`src/rtl/gol_controller_if.sv`:
```
// Bundle of control, status and grid-compare signals exchanged between the
// Game-of-Life sequencer and the surrounding datapath/user controls.
interface gol_controller_if #(
    parameter int GEN_W = 16
);
    logic             start;
    logic             pause;
    logic             step;
    logic [63:0]      grid;
    logic [63:0]      grid_next;
    logic             lfsr_reset;
    logic             sel_lfsr;
    logic             en;
    logic [GEN_W-1:0] gen_count;
    logic             running;
    logic             halted;
    logic             extinct;

    modport master (
        output start, pause, step, grid, grid_next,
        input  lfsr_reset, sel_lfsr, en, gen_count, running, halted, extinct
    );

    modport slave (
        input  start, pause, step, grid, grid_next,
        output lfsr_reset, sel_lfsr, en, gen_count, running, halted, extinct
    );
endinterface

```
`src/rtl/gol_controller.sv`:
```
// Sequencer for an 8x8 Game-of-Life grid: seeds the grid from a free-running
// LFSR, then evolves it at a fixed generation rate until it stops changing.
// Supports pause/single-step and restart from any active state.
module gol_controller #(
    parameter int SEED_CYCLES = 8,
    parameter int DIV_MAX     = 5_000_000,
    parameter int GEN_W       = 16
) (
    input logic          clk,
    input logic          reset,
    gol_controller_if.slave ctl
);

    localparam logic [7:0]  SEED_LAST = 8'(SEED_CYCLES - 1);
    localparam logic [23:0] DIV_LAST  = 24'(DIV_MAX - 1);

    typedef enum logic [2:0] {
        IDLE,
        SEED,
        LOAD,
        RUN,
        PAUSE,
        HALT
    } state_t;

    state_t           state_q, state_d;
    logic [7:0]       seed_q, seed_d;
    logic [23:0]      div_q, div_d;
    logic [GEN_W-1:0] gen_q, gen_d;
    logic             halted_q, halted_d;
    logic             extinct_q, extinct_d;
    logic             lfsr_reset_q;
    logic             running_q;

    logic             changed;
    logic             evolve;
    logic             load_cycle;
    logic             en_c;
    logic             sel_c;

    // Next-state logic; en/sel_lfsr are decoded here combinationally so an
    // evolve slot can skip the write when the grid has stopped changing.
    always_comb begin
        state_d   = state_q;
        seed_d    = seed_q;
        div_d     = div_q;
        gen_d     = gen_q;
        halted_d  = halted_q;
        extinct_d = extinct_q;

        changed    = (ctl.grid_next != ctl.grid);
        load_cycle = (state_q == LOAD);
        evolve     = !ctl.start &&
                     (((state_q == RUN) && (div_q == DIV_LAST)) ||
                      ((state_q == PAUSE) && ctl.step && !ctl.pause));
        en_c       = load_cycle || (evolve && changed);
        sel_c      = load_cycle;

        if (ctl.start && (state_q != IDLE)) begin
            state_d   = SEED;
            seed_d    = '0;
            halted_d  = 1'b0;
            extinct_d = 1'b0;
        end else begin
            case (state_q)
                IDLE: begin
                    if (ctl.start) begin
                        state_d = SEED;
                        seed_d  = '0;
                    end
                end
                SEED: begin
                    if (seed_q == SEED_LAST) begin
                        state_d = LOAD;
                    end else begin
                        seed_d = seed_q + 8'd1;
                    end
                end
                LOAD: begin
                    gen_d   = '0;
                    div_d   = '0;
                    state_d = RUN;
                end
                RUN: begin
                    if (evolve) begin
                        div_d = '0;
                        if (!changed) begin
                            state_d   = HALT;
                            halted_d  = 1'b1;
                            extinct_d = (ctl.grid == '0);
                        end else begin
                            if (gen_q != '1) begin
                                gen_d = gen_q + GEN_W'(1);
                            end
                            if (ctl.pause) begin
                                state_d = PAUSE;
                            end
                        end
                    end else if (ctl.pause) begin
                        state_d = PAUSE;
                    end else begin
                        div_d = div_q + 24'd1;
                    end
                end
                PAUSE: begin
                    if (ctl.pause) begin
                        state_d = RUN;
                    end else if (evolve) begin
                        if (!changed) begin
                            state_d   = HALT;
                            halted_d  = 1'b1;
                            extinct_d = (ctl.grid == '0);
                        end else if (gen_q != '1) begin
                            gen_d = gen_q + GEN_W'(1);
                        end
                    end
                end
                HALT: begin
                    state_d = HALT;
                end
                default: begin
                    state_d = IDLE;
                end
            endcase
        end
    end

    // State and counter registers; status outputs are registered from the next state.
    always_ff @(posedge clk) begin
        if (!reset) begin
            state_q      <= IDLE;
            seed_q       <= '0;
            div_q        <= '0;
            gen_q        <= '0;
            halted_q     <= 1'b0;
            extinct_q    <= 1'b0;
            lfsr_reset_q <= 1'b1;
            running_q    <= 1'b0;
        end else begin
            state_q      <= state_d;
            seed_q       <= seed_d;
            div_q        <= div_d;
            gen_q        <= gen_d;
            halted_q     <= halted_d;
            extinct_q    <= extinct_d;
            lfsr_reset_q <= (state_d == IDLE);
            running_q    <= (state_d == RUN);
        end
    end

    assign ctl.en         = en_c;
    assign ctl.sel_lfsr   = sel_c;
    assign ctl.lfsr_reset = lfsr_reset_q;
    assign ctl.running    = running_q;
    assign ctl.gen_count  = gen_q;
    assign ctl.halted     = halted_q;
    assign ctl.extinct    = extinct_q;

endmodule

```
`src/flat_wrapper.sv`:
```
// flat-port wrapper written by rule: the top's interface ports become plain ports
module gol_controller_flat 
#(
    parameter int SEED_CYCLES = 8,
    parameter int DIV_MAX     = 5_000_000,
    parameter int GEN_W       = 16
)
  (clk, reset, ctl_start, ctl_pause, ctl_step, ctl_grid, ctl_grid_next, ctl_lfsr_reset, ctl_sel_lfsr, ctl_en, ctl_gen_count, ctl_running, ctl_halted, ctl_extinct);
  gol_controller_if #(.GEN_W(GEN_W)) ctl_i ();
  input logic clk;
  input logic reset;
  input wire logic [$bits(ctl_i.start)-1:0] ctl_start;
  input wire logic [$bits(ctl_i.pause)-1:0] ctl_pause;
  input wire logic [$bits(ctl_i.step)-1:0] ctl_step;
  input wire logic [$bits(ctl_i.grid)-1:0] ctl_grid;
  input wire logic [$bits(ctl_i.grid_next)-1:0] ctl_grid_next;
  output wire logic [$bits(ctl_i.lfsr_reset)-1:0] ctl_lfsr_reset;
  output wire logic [$bits(ctl_i.sel_lfsr)-1:0] ctl_sel_lfsr;
  output wire logic [$bits(ctl_i.en)-1:0] ctl_en;
  output wire logic [$bits(ctl_i.gen_count)-1:0] ctl_gen_count;
  output wire logic [$bits(ctl_i.running)-1:0] ctl_running;
  output wire logic [$bits(ctl_i.halted)-1:0] ctl_halted;
  output wire logic [$bits(ctl_i.extinct)-1:0] ctl_extinct;
  assign ctl_i.start = ctl_start;
  assign ctl_i.pause = ctl_pause;
  assign ctl_i.step = ctl_step;
  assign ctl_i.grid = ctl_grid;
  assign ctl_i.grid_next = ctl_grid_next;
  assign ctl_lfsr_reset = ctl_i.lfsr_reset;
  assign ctl_sel_lfsr = ctl_i.sel_lfsr;
  assign ctl_en = ctl_i.en;
  assign ctl_gen_count = ctl_i.gen_count;
  assign ctl_running = ctl_i.running;
  assign ctl_halted = ctl_i.halted;
  assign ctl_extinct = ctl_i.extinct;
  gol_controller #(.SEED_CYCLES(SEED_CYCLES), .DIV_MAX(DIV_MAX), .GEN_W(GEN_W)) u_core (.clk(clk), .reset(reset), .ctl(ctl_i));
endmodule
```
`config.mk`:
```
export PLATFORM = sky130hd
export DESIGN_NAME = gol_controller_flat
export DESIGN_NICKNAME = d
export VERILOG_FILES = /design/src/rtl/gol_controller_if.sv /design/src/rtl/gol_controller.sv /design/src/flat_wrapper.sv
export SDC_FILE = /design/constraint.sdc
export NUM_CORES = 1
export LEC_CHECK = 0
export BUFFER_PORTS_ARGS = -buffer_cell sky130_fd_sc_hd__clkbuf_2
export CAP_MARGIN = 40
export CORE_UTILIZATION = 25
export DETAILED_ROUTE_END_ITERATION = 6
export PLACE_DENSITY = 0.46
export SETUP_SLACK_MARGIN = 0.2
export SLEW_MARGIN = 20
export SYNTH_ARGS = -nofsm -noshare
export SYNTH_HDL_FRONTEND = slang
export SYNTH_SLANG_ARGS = --single-unit
```
`constraint.sdc`:
```
create_clock -name clk -period 6.1 [get_ports clk]
set_input_delay 0.61 -clock clk [delete_from_list [all_inputs] [get_ports clk]]
set_output_delay 0.61 -clock clk [all_outputs]
set_load 0.02 [all_outputs]
```
==> Yosys cells after proc, flatten, opt, wreduce, memory -nomap -nowiden <==
Cells that the tools add are included.
{ "op_classes": {"multipliers": 0, "addsub": 3, "div": 0, "n_mux": 29, "reduce_logical": 23, "n_shift": 0, "eq_ne": 14, "bitwise": 2, "magnitude_cmp": 0} }
{ "op_table": {"columns": ["operator", "n"], "rows": [
  ["zero test 64 bit", 1],
  ["two-way mux 16 bit", 4],
  ["!= test 64 bit", 1],
  ["two-way mux 24 bit", 2],
  ["case mux 16 bit (3 select lines)", 1],
  ["case mux 24 bit (2 select lines)", 1],
  ["two-way mux 3 bit", 9],
  ["adder 24 x 1 -> 24 bit (second input constant)", 1],
  ["== test 24 x 23 -> 1 bit (second input constant)", 1],
  ["case mux 3 bit (6 select lines)", 1],
  ["adder 16 x 1 -> 16 bit (second input constant)", 1],
  ["two-way mux 8 bit", 2],
  ["!= test 16 bit (second input constant)", 1],
  ["case mux 8 bit (2 select lines)", 1],
  ["== test 3 x 2 -> 1 bit (second input constant)", 3],
  ["AND reduction 3 bit", 3],
  ["adder 8 x 1 -> 8 bit (second input constant)", 1],
  ["== test 8 x 3 -> 1 bit (second input constant)", 1],
  ["== test 3 bit (second input constant)", 2],
  ["logical AND 1 bit", 6],
  ["zero test 3 bit", 2],
  ["two-way mux 1 bit", 6],
  ["!= test 2 bit (second input constant)", 3],
  ["nonzero test 2 bit", 3],
  ["other kinds (9)", 14]
]} }
{ "totals": {"wordCells": 79, "inputBits": 133, "memories": 0, "mem_bits_ro": 0, "reg_bits": 55, "mem_bits_rw": 0, "latch_bits": 0, "output_inout_bits": 22} }

==> Logic depth before layout (Yosys ltp) <==
Gate-level depths: netlist (run 1).
{ "logic_depth": {"ltp_word": 10, "depth_mapped": 10, "depth_no_buf": 9} }

==> Worst setup path before layout (run 1) <==
No wires, ideal clock.
{ "synth_path": {"path_kind": "register to register", "startpoint": "register u_core.div_q[10]", "endpoint": "register u_core.gen_q[6], in the netlist u_core.ctl.gen_count[6]", "setup_time_ns": 0.070, "t_required_ns": 6.030, "n_path_buf": 2, "period_less_slack_ns": 2.694, "slack_ns": 3.406, "arrival_time_ns": 2.624, "stages_incl_launch_ff": 11, "path_cell_list": "dfxtp_1 or4b_1 or3_1 or4_4 a21oi_2 a31o_2 buf_6 nand2_4 buf_6 or3_1 a21oi_1"} }
{ "synth_via": {"elab_chain_len": 7} }
{ "synth_lines": {"columns": ["element", "line", "text"], "rows": [
  ["from (decl)", "gol_controller.sv:28", "logic [23:0] div_q, div_d;"],
  ["from (signal assigned)", "gol_controller.sv:142", "div_q <= div_d;"],
  ["== test 24 x 23 -> 1 bit (*)", "gol_controller.sv:54", "(((state_q == RUN) && (div_q == DIV_LAST)) ||"],
  ["logical AND 1 bit (*)", "gol_controller.sv:54", null],
  ["logical OR 1 bit (*)", "gol_controller.sv:54", null],
  ["logical AND 1 bit (*)", "gol_controller.sv:53", "evolve = !ctl.start &&"],
  ["two-way mux 16 bit (*)", null, null],
  ["two-way mux 16 bit", null, null],
  ["case mux 16 bit (3 select lines) (*)", null, null],
  ["to (signal assigned)", "gol_controller.sv:143", "gen_q <= gen_d;"],
  ["to (decl)", "gol_controller.sv:29", "logic [GEN_W-1:0] gen_q, gen_d;"]
]} }
Mark *: on every way between the ends. The rest lies on a longest branch, timed or not. The select of a mux whose other input is x is not followed.
A chain may end at the register's enable or synchronous reset.

==> Worst setup path in the final report (run 1) <==
{ "layout_path": {"startpoint": "register u_core.div_q[11]", "endpoint": "output ctl_en"} }
{ "layout_via": {"elab_chain_len": 6} }
{ "layout_lines": {"columns": ["element", "line", "text"], "rows": [
  ["== test 24 x 23 -> 1 bit", "gol_controller.sv:54", null],
  ["logical AND 1 bit", "gol_controller.sv:54", null],
  ["logical OR 1 bit", "gol_controller.sv:54", null],
  ["logical AND 1 bit", "gol_controller.sv:53", null],
  ["logical AND 1 bit", "gol_controller.sv:56", "en_c = load_cycle || (evolve && changed);"],
  ["logical OR 1 bit", "gol_controller.sv:56", null],
  ["to (decl)", "flat_wrapper.sv:19", "output wire logic [$bits(ctl_i.en)-1:0] ctl_en;"]
]} }
No other way between the ends.

==> results.ini, run 1 <==
[route]
drtIter0Drc = 153
drc_errors = 0
avgRoutedWirePerCell_um = 15.8
routed_via_density = 4.83
vias = 3701
drt_pass1_iterations = 4
drtAntennaViolNets = 0
wl_mm = 12.1

[pwr]
seq_power_share_pct = 42.2
p_per_area_nw_per_um2 = 183
p_leak_nw = 1.83
pwr-share-comb_pct = 14.9
p_switching_uw = 197
total_power_uw = 858
max-vdd-ir-drop_mv = 0.114
clkPwrFrac_pct = 42.8
p_int_uw = 661
power_switching_share_pct = 23.0

[global_routing]
antenna_found_initial = 0
grt_pass1_wl_mm = 19.1
grt-ovfl-total = 0
grt_use_total_pct = 16.9
grt_pass1_vias = 3762
grt_max_degree = 20

[sta]
finalHoldViolations = 0
fin_tns_setup_ns = 0
rsz0062_at_grt = false
timing.hold.ws_ns = 0.475
relSlewSlack_pct = 54.4
fin_crit_sh_pct = 50.4
drv_slew = 0
setup_viol = 0
skew_ns = 0.00716
final.setup.worst_slack_ns = 3.03
min_period_ns = 3.07
worst_pin_slew_ns = 0.682
fmax_ghz = 0.325

[placement]
hpwl_mm = 10.2
dp.cells = 758
dp_slack_ns = 3.11
gp_congestion = 0.901
port_buffers = 154

[floorplanning]
dieArea_um2 = 14600
initial_utilization_pct = 25.6
coreArea_um2 = 13800
rows = 43
die_w_um = 121
die_h_um = 121
io_pins = 155

[setup_path]
critical_path.max_fanout = 7
end_kind = primary output
rrSetupSlack_ns = 3.08
worstSetupPathType = register to primary output
arrival_ns = 2.46
crit_path_start_kind = register
reg2reg_to = u_core.div_q[13]$_SDFFE_PN0P_
r2r_cells = 8
r2r_start = u_core.div_q[11]$_SDFFE_PN0P_
cp.required_ns = 5.49

[synth]
ys.warnings.count = 0
ys_ff_latch = 55
synth_edf_count = 0
ys_types = 48
ys_seq_area_share_pct = 31.1
avgSynthCellArea_um2 = 8.20
syn_area_um2 = 3540
synth_cells = 432
postSynth.asyncResetShare_pct = 0
syn-num-nets = 568
ys.flop_type = dfxtp_1

[hold_path]
min_path_cells = 2
min_from = u_core.ctl.halted$_SDFFE_PP0P_
hold_path_end = u_core.ctl.halted$_SDFFE_PP0P_
worstHoldPathType = register to register

[clocking]
clockBufferDepth = 2
ctsRootBufferMaster = clkbuf_16
cts_tree = built
postCtsSetupBuffers = 0
cts.sinks = 55
cts.hold.buffers_added = 0
insertion_delay_ns = 0.29
clk_pin_slew_ns = 0.07
h-tree-depth = 2
post_cts_resized = 0
numCtsBuffers = 5

[finish]
synthToLayoutAreaGrowth_pct = 32.3
instances_no_fill = 766
final_nets = 721
layout-drive-gt1-share_pct = 29.7
antenna_cells = 0

[run]
maxCapViolCount = 0

[outcome]
status = complete, no violations

## synthesized netlist by cell type (2+ instances only)
| cell type | n | area (um^2) |
|---|---|---|
| a21o_1 | 4 | 30.0 |
| a21oi_1 | 15 | 75.1 |
| a21oi_2 | 3 | 26.3 |
| a31o_2 | 2 | 17.5 |
| a31oi_1 | 9 | 56.3 |
| a41o_1 | 2 | 20.0 |
| and2_1 | 5 | 31.3 |
| and3_1 | 9 | 56.3 |
| and4_1 | 2 | 17.5 |
| buf_6 | 2 | 22.5 |
| clkbuf_1 | 6 | 22.5 |
| dfxtp_1 | 55 | 1100 |
| ha_1 | 3 | 37.5 |
| inv_1 | 8 | 30.0 |
| mux2i_1 | 2 | 20.0 |
| nand2_1 | 28 | 105 |
| nand2b_1 | 4 | 25.0 |
| nand3_1 | 19 | 95.1 |
| nand4_1 | 30 | 188 |
| nand4b_1 | 3 | 26.3 |
| nor2_1 | 53 | 199 |
| nor2b_1 | 3 | 18.8 |
| nor3_1 | 6 | 30.0 |
| nor4_1 | 24 | 150 |
| o211ai_1 | 7 | 52.6 |
| o21ai_0 | 6 | 30.0 |
| o31ai_1 | 2 | 15.0 |
| or2_2 | 3 | 18.8 |
| or3_1 | 6 | 37.5 |
| or4_1 | 5 | 37.5 |
| xnor2_1 | 74 | 648 |
| xor2_1 | 16 | 140 |
## metal layers
layer	vias up	track usage (%)	routed length, um
li1	1882	-	-
met1	1666	18.7	4970
met2	133	30.9	6020
met3	20	3.43	630
met4	0	7.64	454
met5	-	0	0
## how the worst max path moves through the flow
stage / startpoint / to / slack [ns] / cells past startpoint
after global routing: u_core.div_q[11]$_SDFFE_PN0P_ / u_core.div_q[13]$_SDFFE_PN0P_ / 2.85 / 8
after global placement: u_core.div_q[11]$_SDFFE_PN0P_ / u_core.div_q[9]$_SDFFE_PN0P_ / 3.15 / 8
after floorplan: u_core.div_q[10]$_SDFFE_PN0P_ / u_core.ctl.gen_count[6]$_SDFFE_PN0P_ / 3.41 / 10
after detailed placement: u_core.div_q[10]$_SDFFE_PN0P_ / u_core.div_q[13]$_SDFFE_PN0P_ / 3.11 / 8
after CTS: u_core.div_q[11]$_SDFFE_PN0P_ / ctl_en / 3.00 / 7
final: u_core.div_q[11]$_SDFFE_PN0P_ / ctl_en / 3.03 / 7
## logic make-up (layout without fill, tap and decap cells)
family          after synthesis  count (layout)  share of synthesized area, %
compound gates               57              57                          11.3
xor+xnor                     90              90                          22.3
fa+ha+maj                     3               3                          1.06
buf+inv                      17             171                          2.23
flops                        55              55                          31.1
mux                           2               2                         0.565
simple gates                208             208                          31.5
## sequential cells by signal, summed over array words and instances, names as in the netlist
name and count:
u_core.ctl.extinct 1, u_core.ctl.gen_count 16, u_core.ctl.halted 1, u_core.ctl.lfsr_reset 1
u_core.ctl.running 1, u_core.div_q 24, u_core.seed_q 8, u_core.state_q 3
## power by group through the flow
stage	clock network (mW)	registers, mW	logic [mW]
floorplan	0	0.370	0.0553
global placement	0	0.371	0.129
detailed placement	0	0.371	0.129
CTS	0.379	0.363	0.130
global route	0.396	0.363	0.139
finish	0.368	0.363	0.128
## critical path, cell delays in order (launching register included)
cell      delay, ns
dfxtp_1        0.41
or4b_1         0.46
or3_1          0.32
or4_4          0.48
a21oi_2        0.18
nand2_1        0.06
nand2_1        0.09
clkbuf_2       0.17
## layout by cell type, fill, tap and decap left out, types with 5 or more instances in the layout
cell       instances
clkbuf_2         154
xnor2_1           74
dfxtp_1           55
and3_1             9
nor2_1            53
clkbuf_16          5
nand3_1           19
and2_1             5
o21ai_0            6
o211ai_1           7
xor2_1            16
a21oi_1           15
a31oi_1            9
nor4_1            24
nand4_1           30
or4_1              5
nor3_1             6
inv_1              8
nand2_1           28
or3_1              6
## cell type report
class	count	area (um^2)
tap	180	225
timing repair buffer	155	778
clock buffer	6	129
multi-input combinational	360	2360
sequential	55	1100
inverter	8	30.0
clock inverter	2	60.1
fill	1509	9140
## per-stage QoR
stage / util [%] / cell area, um^2
finish: 33.9 / 4690
global route: 33.9 / 4690
CTS: 33.9 / 4690
detailed placement: 32.5 / 4500
global placement: 32.5 / 4500
floorplan: - / 3540
No activity file was read; power rests on OpenSTA's default activity.
==> inputs of run 2 (changes only) <==
--- a/config.mk
+++ b/config.mk
@@ -9,7 +9,7 @@
 export CAP_MARGIN = 40
 export CORE_UTILIZATION = 25
 export DETAILED_ROUTE_END_ITERATION = 6
-export PLACE_DENSITY = 0.46
+export PLACE_DENSITY = 0.47
 export SETUP_SLACK_MARGIN = 0.2
 export SLEW_MARGIN = 20
 export SYNTH_ARGS = -nofsm -noshare
==> constraint.sdc (replaced) <==
create_clock -name clk -period 2.69 [get_ports clk]
set_input_delay 0.269 -clock clk [delete_from_list [all_inputs] [get_ports clk]]
set_output_delay 0.269 -clock clk [all_outputs]
set_load 0.02 [all_outputs]
==> run 2 against run 1 <==
Effect of this change:
- the flow now finishes with violations (setup timing)
- combinational power up 140%
- register-to-register slack worse by 3.2 ns
- clock power up 75%
- critical path depth up 1
- highest routed layer unchanged
- worst setup slack worse by 3.1 ns
- total power up 110%
- routed wire length up 2.7%
- final area up 8.2%
- first-iteration DRC count down 18%
- sequential share of layout area down 1.7 points
- final cell count up 4.2%
==> results.ini, run 2 (synthesized netlist as in run 1, its figures left out) <==
[outcome]
status = finished with violations
violations = setup timing

[floorplanning]
initial_utilization_pct = 25.6  ; unchanged
rows = 43  ; unchanged
die_w_um = 121  ; unchanged
io_pins = 155  ; unchanged
die_h_um = 121  ; unchanged
dieArea_um2 = 14600  ; unchanged
coreArea_um2 = 13800  ; unchanged

[finish]
final_common_cell = clkbuf_2
top_register = u_core.div_q
largest_reg_flops = 24  ; unchanged
layout-drive-gt1-share_pct = 37.8  ; +8.1 points
layout_common_cells = clkbuf_2, xnor2_1, dfxtp_1
synthToLayoutAreaGrowth_pct = 43.2
instances_no_fill = 798  ; +4.2%
final_nets = 752  ; +4.3%

[global_routing]
grt_pass1_vias = 3973  ; +5.6%
grt_max_degree = 17  ; -15%
antenna_found_initial = 1  ; +1
grt-ovfl-total = 0  ; unchanged
grt_pass1_wl_mm = 19.4  ; +1.6%
grt_use_total_pct = 17.1  ; +0.21 points

[sta]
relSlewSlack_pct = 59.1  ; +4.7 points
skew_ns = 0.00897  ; +0.00180 ns
min_period_ns = 2.78
fin_crit_sh_pct = 103
fmax_ghz = 0.360
final.setup.worst_slack_ns = -0.0893  ; -3.11 ns
setup_viol = 10  ; +10
rsz0062_at_grt = true
finalHoldViolations = 0  ; unchanged
fin_tns_setup_ns = -0.423  ; -0.423 ns
drv_slew = 0  ; unchanged
worst_pin_slew_ns = 0.614  ; -0.0682 ns

[route]
avgRoutedWirePerCell_um = 15.5  ; -1.5%
drtAntennaViolNets = 0  ; unchanged
vias = 3910  ; +5.6%
drt_pass1_iterations = 4  ; unchanged
wl_mm = 12.4  ; +2.7%
drtIter0Drc = 125  ; -18%
routed_via_density = 4.90  ; +1.4%
drc_errors = 0  ; unchanged

[placement]
port_buffers = 154  ; unchanged
gp_congestion = 0.936  ; +3.9%
hpwl_mm = 10.6  ; +4.0%
dp.cells = 780  ; +2.9%

[hold_path]
worstHoldPathType = input port to register
hold_path_end = u_core.state_q[2]$_SDFF_PN0_
min_path_cells = 3  ; +1
min_from = ctl_pause

[setup_path]
r2r_start = u_core.div_q[7]$_SDFFE_PN0P_
critical_path.max_fanout = 4  ; -3
end_kind = register
r2r_cells = 8  ; unchanged
crit_path_start_kind = register
rrSetupSlack_ns = -0.09  ; -3.17 ns
worstSetupPathType = register to register
arrival_ns = 3.02  ; +0.56 ns
cp.required_ns = 2.93  ; -2.56 ns
reg2reg_to = u_core.ctl.gen_count[13]$_SDFFE_PN0P_

[pwr]
p_per_area_nw_per_um2 = 350  ; +91%
max-vdd-ir-drop_mv = 0.211  ; +86%
p_leak_nw = 2.00  ; +9.1%

[clocking]
cts.hold.buffers_added = 0  ; unchanged
cts.sinks = 55  ; unchanged
insertion_delay_ns = 0.30  ; about the same
clk_pin_slew_ns = 0.07  ; about the same
clockBufferDepth = 2  ; unchanged
ctsRootBufferMaster = clkbuf_16
numCtsBuffers = 5  ; unchanged
h-tree-depth = 2  ; unchanged
cts_tree = built

[run]
maxCapViolCount = 0  ; unchanged

run 2: worst max-delay path by stage:
stage / depth (start not counted) / start / to / slack (ns)
finish: 8 / u_core.div_q[7]$_SDFFE_PN0P_ / u_core.ctl.gen_count[13]$_SDFFE_PN0P_ / -0.09
global route: 8 / u_core.div_q[7]$_SDFFE_PN0P_ / u_core.ctl.gen_count[15]$_SDFFE_PN0P_ / -0.16
CTS: 8 / u_core.div_q[7]$_SDFFE_PN0P_ / u_core.ctl.gen_count[15]$_SDFFE_PN0P_ / -0.03
detailed placement: 8 / u_core.div_q[7]$_SDFFE_PN0P_ / u_core.ctl.gen_count[15]$_SDFFE_PN0P_ / -0.06
global placement: 8 / u_core.div_q[7]$_SDFFE_PN0P_ / u_core.ctl.gen_count[15]$_SDFFE_PN0P_ / 0.005
floorplan: 10 / u_core.div_q[10]$_SDFFE_PN0P_ / u_core.ctl.gen_count[6]$_SDFFE_PN0P_ / 0.003
run 2: power breakdown:
| group | internal [mW] | leakage, nW | switching [mW] | total, mW |
|---|---|---|---|---|
| clock | 0.345 | 0.0669 | 0.300 | 0.644 |
| sequential | 0.817 | 0.445 | 0.00222 | 0.819 |
| combinational | 0.158 | 1.49 | 0.152 | 0.310 |
| total | 1.32 | 2.00 | 0.454 | 1.77 |
run 2: layer usage:
layer | GRT usage (%) | routed length [um] | share of wire, % | vias up
met2 | 32.3 | 6500 | 52 | 130
met1 | 18.8 | 4970 | 40 | 1806
met4 | 7.87 | 463 | 3.7 | 0
met3 | 2.26 | 469 | 3.8 | 28
met5 | 0 | 0 | 0 | -
li1 | - | - | - | 1946
run 2: timing repair:
| item | CTS | global route |
|---|---|---|
| setup endpoints to repair | 38 | 48 |
| hold endpoints to repair | 0 | 0 |
| setup buffers | 6 | 3 |
| pin swaps | 8 | 8 |
| gates resized for setup | 22 | 20 |
run 2: worst max-delay path, stage by stage (launching register included):
cell and delay [ns]:
dfxtp_2 0.32, or4b_4 0.53, or3_4 0.34, or4_4 0.48, a21oi_4 0.19, a31o_4 0.21
nand3_4 0.09, or4_4 0.52, nand2_2 0.06
run 2: area by class of cell:
| cell class | instances | area [um^2] |
|---|---|---|
| Tap cell | 180 | 225 |
| Inverter | 8 | 30.0 |
| Timing Repair Buffer | 186 | 1070 |
| Clock buffer | 6 | 129 |
| Clock inverter | 2 | 12.5 |
| Multi-Input combinational cell | 360 | 2490 |
| Antenna cell | 1 | 2.50 |
| Sequential cell | 55 | 1100 |
| Fill cell | 1467 | 8760 |
run 2: metrics by stage:
stage	total power, mW	utilization (%)	instance area [um^2]	hold WS, ns	worst slack, ns
3_5_place_dp	1.14	33.8	4680	0.460	-0.0637
2_1_floorplan	0.965	-	3560	0.444	0.00342
3_3_place_gp	1.14	33.8	4680	0.453	0.00530
6_report	1.77	36.7	5070	0.431	-0.0893
5_1_grt	1.85	36.7	5070	0.461	-0.156
4_1_cts	1.80	36.0	4980	0.430	-0.0339
